$ cat config.mk
export PLATFORM = sky130hd
export DESIGN_NAME = uart_rx_ctrl
export DESIGN_NICKNAME = d
export VERILOG_FILES = /design/src/rtl/uart_pkg.sv /design/src/rtl/uart_baud_gen.sv /design/src/rtl/uart_rx_ctrl.sv
export SDC_FILE = /design/constraint.sdc
export NUM_CORES = 1
export LEC_CHECK = 0
export BUFFER_PORTS_ARGS = -buffer_cell sky130_fd_sc_hd__buf_2
export CAP_MARGIN = 10
export CELL_PAD_IN_SITES_DETAIL_PLACEMENT = 1
export CELL_PAD_IN_SITES_GLOBAL_PLACEMENT = 1
export CORE_MARGIN = 5
export CORE_UTILIZATION = 40
export CTS_CLUSTER_SIZE = 30
export DETAILED_ROUTE_END_ITERATION = 10
export PLACE_DENSITY = 0.71
export SETUP_SLACK_MARGIN = 0.15
export SLEW_MARGIN = 20
export SYNTH_ARGS = -nofsm -noshare
export SYNTH_HDL_FRONTEND = slang
export SYNTH_SLANG_ARGS = --single-unit
export TNS_END_PERCENT = 50
$ cat constraint.sdc
create_clock -name clk -period 3.5 [get_ports clk]
set_clock_uncertainty 0.05 [all_clocks]
set_input_delay 0.175 -clock clk [delete_from_list [all_inputs] [get_ports clk]]
set_output_delay 0.175 -clock clk [all_outputs]
set_load 0.02 [all_outputs]
$ cat src/rtl/uart_pkg.sv
// Shared UART constants: oversampling ratio, default baud divisor and byte width.
package uart_pkg;
  localparam int UART_OVERSAMPLE = 16;
  // 100 MHz / (115200 * 16) - 1, rounded.
  localparam int DIV_115200 = 53;
  localparam int DATA_W = 8;
endpackage

$ cat src/rtl/uart_baud_gen.sv
// Oversampling tick generator: one-cycle bd_tick every divisor+1 clocks while enabled.
module uart_baud_gen #(
  parameter int DIV_WIDTH = 16
) (
  input  logic                 clk,
  input  logic                 reset_n,
  input  logic                 enable,
  input  logic [DIV_WIDTH-1:0] divisor,
  output logic                 bd_tick
);
  logic [DIV_WIDTH-1:0] cnt_d, cnt_q;
  logic                 tick_d, tick_q;

  // The >= compare makes a divisor reduced below the running count fire at once
  // instead of wrapping through the whole counter range.
  always_comb begin
    cnt_d  = '0;
    tick_d = 1'b0;
    if (enable) begin
      if (cnt_q >= divisor) begin
        tick_d = 1'b1;
        cnt_d  = '0;
      end else begin
        cnt_d = cnt_q + DIV_WIDTH'(1);
      end
    end
  end

  always_ff @(posedge clk or negedge reset_n) begin
    if (!reset_n) begin
      cnt_q  <= '0;
      tick_q <= 1'b0;
    end else begin
      cnt_q  <= cnt_d;
      tick_q <= tick_d;
    end
  end

  assign bd_tick = tick_q;
endmodule

$ cat src/rtl/uart_rx_ctrl.sv
// UART receive controller: baud tick generation plus a first-word-fall-through
// receive FIFO with fill level, sticky overrun and level interrupt.
module uart_rx_ctrl
  import uart_pkg::*;
#(
  parameter int FIFO_DEPTH = 8,
  parameter int DIV_WIDTH  = 16,
  parameter int IRQ_LEVEL  = 4,
  localparam int PTR_W     = $clog2(FIFO_DEPTH),
  localparam int LVL_W     = $clog2(FIFO_DEPTH) + 1
) (
  input  logic                 clk,
  input  logic                 reset_n,
  input  logic                 enable,
  input  logic [DIV_WIDTH-1:0] divisor,
  output logic                 bd_tick,
  input  logic                 rx_done,
  input  logic [DATA_W-1:0]    r_data,
  input  logic                 rd_en,
  output logic [DATA_W-1:0]    rd_data,
  output logic                 rd_valid,
  output logic                 fifo_full,
  output logic [LVL_W-1:0]     level,
  output logic                 overrun,
  input  logic                 clr_overrun,
  output logic                 rx_irq
);
  uart_baud_gen #(.DIV_WIDTH(DIV_WIDTH)) u_baud_gen (
    .clk     (clk),
    .reset_n (reset_n),
    .enable  (enable),
    .divisor (divisor),
    .bd_tick (bd_tick)
  );

  logic [DATA_W-1:0] mem_q [FIFO_DEPTH];
  logic [PTR_W-1:0]  wr_ptr_d, wr_ptr_q;
  logic [PTR_W-1:0]  rd_ptr_d, rd_ptr_q;
  logic [LVL_W-1:0]  level_d, level_q;
  logic              overrun_d, overrun_q;
  logic              push, pop;

  // Handshake: rx_done is a one-cycle strobe with r_data valid in that cycle and
  // no backpressure (a byte arriving while full is dropped and flagged). On the
  // read side rd_valid is the valid and rd_en the ready: a byte leaves when both are high.
  assign rd_valid  = (level_q != '0);
  assign fifo_full = (level_q == LVL_W'(FIFO_DEPTH));
  assign pop       = rd_en && rd_valid;
  assign push      = rx_done && (!fifo_full || pop);

  always_comb begin
    wr_ptr_d  = push ? wr_ptr_q + PTR_W'(1) : wr_ptr_q;
    rd_ptr_d  = pop  ? rd_ptr_q + PTR_W'(1) : rd_ptr_q;
    level_d   = level_q;
    if (push && !pop) level_d = level_q + LVL_W'(1);
    if (pop && !push) level_d = level_q - LVL_W'(1);
    overrun_d = overrun_q;
    if (clr_overrun) overrun_d = 1'b0;
    // Set after clear so a drop in the same cycle as a clear is not lost.
    if (rx_done && !push) overrun_d = 1'b1;
  end

  always_ff @(posedge clk or negedge reset_n) begin
    if (!reset_n) begin
      wr_ptr_q  <= '0;
      rd_ptr_q  <= '0;
      level_q   <= '0;
      overrun_q <= 1'b0;
    end else begin
      wr_ptr_q  <= wr_ptr_d;
      rd_ptr_q  <= rd_ptr_d;
      level_q   <= level_d;
      overrun_q <= overrun_d;
    end
  end

  // Storage carries no reset; rd_valid masks stale contents.
  always_ff @(posedge clk) begin
    if (push) mem_q[wr_ptr_q] <= r_data;
  end

  assign rd_data = rd_valid ? mem_q[rd_ptr_q] : '0;
  assign level   = level_q;
  assign overrun = overrun_q;
  assign rx_irq  = (level_q >= LVL_W'(IRQ_LEVEL));
endmodule

# Word-level counts from Yosys, hierarchy flattened
# Memories as Yosys holds them, arrays and structs flattened.
# Index checks and enable logic that the tools add are counted.
totals:
  ff_bits: 28
  ramBits: 64
  input_bits: 30
  output_inout_bits: 17
  word_cells: 38
  n_memories: 1
op_classes:
  n_addsub: 5
  magnitude_cmp: 2
  n_eq_ne: 1
  n_mux: 11
  n_reduce_logical: 12
mem_list:
  columns: ["memory", "words", "width", "rd", "rd_clocked_by_memory_dff", "wr", "line_no", "rtl"]
  rows:
  - ["mem_q", 8, 8, 1, 0, 1, "uart_rx_ctrl.sv:36", "logic [DATA_W-1:0] mem_q [FIFO_DEPTH];"]
op_table:
  columns: ["operator", "n"]
  rows:
  - ["two-way mux 16 bit", 2]
  - ["adder 16 x 1 -> 16 bit (second input constant)", 1]
  - ["greater-or-equal comparator 16 bit", 1]
  - ["two-way mux 4 bit", 2]
  - ["two-way mux 8 bit", 1]
  - ["adder 3 x 1 -> 3 bit (second input constant)", 2]
  - ["two-way mux 1 bit", 6]
  - ["logical AND 1 bit", 5]
  - ["adder 4 x 1 -> 4 bit (second input constant)", 1]
  - ["== test 4 bit (second input constant)", 1]
  - ["greater-or-equal comparator 4 x 3 -> 1 bit (second input constant)", 1]
  - ["nonzero test 2 bit", 2]
  - ["nonzero test 4 bit", 1]
  - ["subtractor 4 x 1 -> 4 bit (second input constant)", 1]
  - ["logical NOT 1 bit", 3]
  - ["logical OR 1 bit", 1]

# Longest topological paths before layout
logic_depth:
  ltp_word: 7
  mapped_depth: 10
  mapped_depth_nobuf: 10

# By module
# From an unflattened synthesis, not the netlist that was laid out.
unflattened:
  hier_cells: 322
  area_unflattened_um2: 4451.8
by_module_without_submodules:
  columns: ["module", "instances", "cells_each", "area_each_um2", "seq_area_each_um2"]
  rows:
  - ["uart_rx_ctrl", 1, 194, 3244.4, 2197.1]
  - ["uart_baud_gen", 1, 128, 1207.4, 425.4]

# Worst setup path before layout
# No wires, ideal clock.
synth_path:
  kind: "register to register"
  from: "reg level_q[1] (netlist: level[1])"
  to: "reg level_q[3] (netlist: level[3])"
  setup_ns: 0.126
  arrival_time_ns: 2.375
  t_required_ns: 3.324
  path_slack_ns: 0.949
  stages_incl_launch_ff: 11
  n_path_buf: 0
  period_less_slack_ns: 2.551
  cell_sequence: "dfrtp_1 nor4_4 inv_4 nand2_4 nor2_4 ha_1 a21o_1 a21oi_1 or3_1 a21oi_1 a311o_1"
synth_between:
  elab_chain_len: 7
  elab_cells_between_ends: 15
  classes_between: "add/sub (2); eq/ne (1); mux (2); reduce/logical (10)"
synth_rtl:
  columns: ["element", "line_no", "rtl"]
  rows:
  - ["from (decl)", "uart_rx_ctrl.sv:39", "logic [LVL_W-1:0] level_d, level_q;"]
  - ["from (signal assigned)", "uart_rx_ctrl.sv:72", "level_q <= level_d;"]
  - ["nonzero test 4 bit (*)", "uart_rx_ctrl.sv:46", "assign rd_valid = (level_q != '0);"]
  - ["via rd_valid", "uart_rx_ctrl.sv:21", "output logic rd_valid,"]
  - ["logical AND 1 bit (*)", "uart_rx_ctrl.sv:48", "assign pop = rd_en && rd_valid;"]
  - ["logical OR 1 bit", "uart_rx_ctrl.sv:49", "assign push = rx_done && (!fifo_full || pop);"]
  - ["logical AND 1 bit", "uart_rx_ctrl.sv:49", null]
  - ["logical NOT 1 bit", "uart_rx_ctrl.sv:56", "if (pop && !push) level_d = level_q - LVL_W'(1);"]
  - ["logical AND 1 bit", "uart_rx_ctrl.sv:56", null]
  - ["two-way mux 4 bit / nonzero test 2 bit (equally long branches)", null, null]
# Mark *: on every way through the listed nets, which the timed path passes. The rest lies on a longest branch. The select of a mux whose other input is x is not followed.
# A chain may end at the register's enable or synchronous reset.

# Worst setup path after layout
layout_path:
  from: "reg rd_ptr_q[0]"
  to: "out rd_data[3]"
layout_between:
  elab_chain_len: 2
layout_rtl:
  columns: ["element", "line_no", "rtl"]
  rows:
  - ["from (decl)", "uart_rx_ctrl.sv:38", "logic [PTR_W-1:0] rd_ptr_d, rd_ptr_q;"]
  - ["from (signal assigned)", "uart_rx_ctrl.sv:71", "rd_ptr_q <= rd_ptr_d;"]
  - ["memory read (8 x 8 bit)", null, null]
  - ["two-way mux 8 bit", "uart_rx_ctrl.sv:82", "assign rd_data = rd_valid ? mem_q[rd_ptr_q] : '0;"]
  - ["to (decl)", "uart_rx_ctrl.sv:20", "output logic [DATA_W-1:0] rd_data,"]
# Every way passes these cells.

==> out/qor.yml <==
clkPwrFrac: 0.202
rsz0062_at_grt: "false"
syn_nets: 351
hold_class: "in2reg"
num_rows: 37
synth.top_cells.by_count: "edfxtp_1 (64), nor2_1 (36), inv_1 (29)"
synth.area.top_cells: "edfxtp_1 (45%), dfrtp_1 (16%), mux4_2 (8.4%), ha_1 (6.2%), nor2_1 (3.2%)"
tns_ps: 0
htreeDepth: 3
syn_to_final_growth_pct: 15.70
overflow: 0
first_pass_iters: 4
yosysWarnings: 0
final_nets: 415
synth.distinct_cells: 43
synth_flop_cell: "edfxtp_1"
synth_top_area_frac: 0.4500
slew_headroom: 0.3962
clockBufferDepth: 2
pin_count: 47
power_frac_comb: 0.331
synth_edf_count: 64
antennaDiodeCount: 0
syn_area_per_cell_um2: 14.28
dp_hpwl_um: 6406
ys_seq_area_frac: 0.6141
clock_sink_count: 92
p_sw_w: 0.001193
grt_pass1_wl_um: 14390
start_kind: "flip-flop"
vias_per_cell: 5.063
netlist_area_um2: 4270
path_max_fanout: 13
grt_pass1_vias: 2703
drive_above_1_share: 0.2663
die_area_um2: 12840
clk_latency_ps: 360
drv_slew: 0
holdWs_ps: 32.65
port_buffers: 46
antenna_found_initial: 0
fp.dieH_um: 113.3
cts-root-buf: "clkbuf_8"
total_power_w: 0.003356
grt_max_degree: 29
finish.utilization: 0.4765
leakage_nw: 1.991
swShare: 0.3554
globalplace.congestion: 0.7698
p_per_area_nw_per_um2: 679.1
design_area_um2: 4941
crit_required_ps: 3270
vias: 2552
p_int_w: 0.002163
status: "complete, no violations"
cts_resized: 0
start_util: 0.4118
fmax_mhz: 382.7
cp.arrival_ps: 2390
synthCells: 299
wl_per_cell_um: 17.36
clkTransAtPathRegs_ps: 110
drv_cap: 0
drc: 0
ir_drop_mv: 0.3533
place_area_um2: 4720
yosysMostFrequentCell: "edfxtp_1"
drtIter0Drc: 111
ys_ff_latch: 92
wl_um: 8749
die_x_um: 113.3
cts_buffers: 9
ant_nets: 0
setup_viol: 0
worstSetupEndpointType: "output port"
synth_top_cell_by_area: "edfxtp_1"
finalHoldViolations: 0
min_period_over_period: 0.7466
synthArstFlopShare: 0.3043
cts_tree: "done"
critical_path_class: "reg2out"
grt_usage: 0.1459
min_period_ps: 2613
pwr-share-seq: 0.467
tightest_slew_ps: 902.4
core_um2: 10370
-- path summary, 6_finish.rpt --
path                                                    start                       endpoint  slack, ps  depth (start not counted)
worst min-delay path                                r_data[4]          mem_q[5][4]$_DFFE_PP_         30                          1
worst min register to register  u_baud_gen.cnt_q[0]$_DFF_PN0_  u_baud_gen.cnt_q[0]$_DFF_PN0_        460                          1
worst max-delay path                  rd_ptr_q[0]$_DFFE_PN0P_                     rd_data[3]        890                          5
min in group asynchronous                             reset_n  u_baud_gen.cnt_q[2]$_DFF_PN0_        330                          2
max in group asynchronous                             reset_n           level[3]$_DFFE_PN0P_       2630                          2
worst max register to register           level[1]$_DFFE_PN0P_           level[3]$_DFFE_PN0P_        930                         11
-- worst max-delay path: stages (launching register included) --
cell and delay (ps):
dfrtp_1 860, buf_4 280, mux4_2 510, mux2i_1 150, nor2_1 60, buf_2 160
-- final cells by class --
| class | instances | area (um2) |
|---|---|---|
| sequential | 92 | 2623 |
| fill | 1094 | 5429 |
| multi-input combinational | 171 | 1506 |
| timing repair buffer | 59 | 335.3 |
| inverter | 30 | 115.1 |
| clock inverter | 7 | 67.56 |
| clock buffer | 9 | 123.9 |
| tap | 136 | 170.2 |
-- per-layer routing --
| metal | track usage | part of all wire | vias to the layer above |
|---|---|---|---|
| met3 | 0.03850 | 0.036 | 7 |
| met1 | 0.1897 | 0.45 | 1293 |
| li1 | - | - | 1217 |
| met5 | 0 | 0 | - |
| met4 | 0.03285 | 0.0087 | 0 |
| met2 | 0.2461 | 0.51 | 35 |
-- sequential cells by signal, summed over array words and instances, names as in the netlist --
name                count
mem_q                  64
u_baud_gen.cnt_q       16
wr_ptr_q                3
overrun                 1
u_baud_gen.bd_tick      1
rd_ptr_q                3
level                   4
-- what timing repair did --
item                                   4_1_cts  5_1_grt
hold buffers                                 3        0
buffers inserted                             0        0
endpoints found under the hold margin       30        0
setup endpoints to repair                    0        0
-- cell usage in the layout, fill, tap and decap left out, types with 4 or more instances in the layout --
cell	instances
a21oi_1	5
nand3_1	7
a211oi_1	4
nand2b_1	6
ha_1	21
nor2_1	36
clkbuf_8	9
nand2_1	12
dfrtp_1	28
buf_4	10
mux2i_1	9
xor2_1	9
xnor2_1	11
edfxtp_1	64
inv_1	29
buf_2	46
mux4_2	16
-- power groups by stage --
stage	logic (W)	registers, W	clock network, W
5_1_grt	0.00121	0.00160	0.000754
4_1_cts	0.00114	0.00157	0.000706
3_3_place_gp	0.00109	0.00158	0
2_1_floorplan	0.000840	0.00148	0
6_report	0.00111	0.00157	0.000678
3_5_place_dp	0.00113	0.00160	0
-- cell families after synthesis --
kind of cell | Yosys count | share of synthesized area
muxes | 28 | 0.1143
adders and majority gates | 22 | 0.06622
DFF | 92 | 0.6141
xor gates and xnor gates | 20 | 0.04102
AOI/OAI and AO/OA | 20 | 0.03340
and+or+nand+nor | 81 | 0.09786
buffers and inverters | 36 | 0.03311
-- stage by stage --
| stage | std cells | setup slack, ps |
|---|---|---|
| finish | 504 | 886.8 |
| global route | 504 | 692.2 |
| CTS | 504 | 798.8 |
| detailed placement | 485 | 937.2 |
| global placement | 485 | 1076 |
| floorplan | 299 | 949.2 |
No activity file was read; power rests on OpenSTA's default activity.
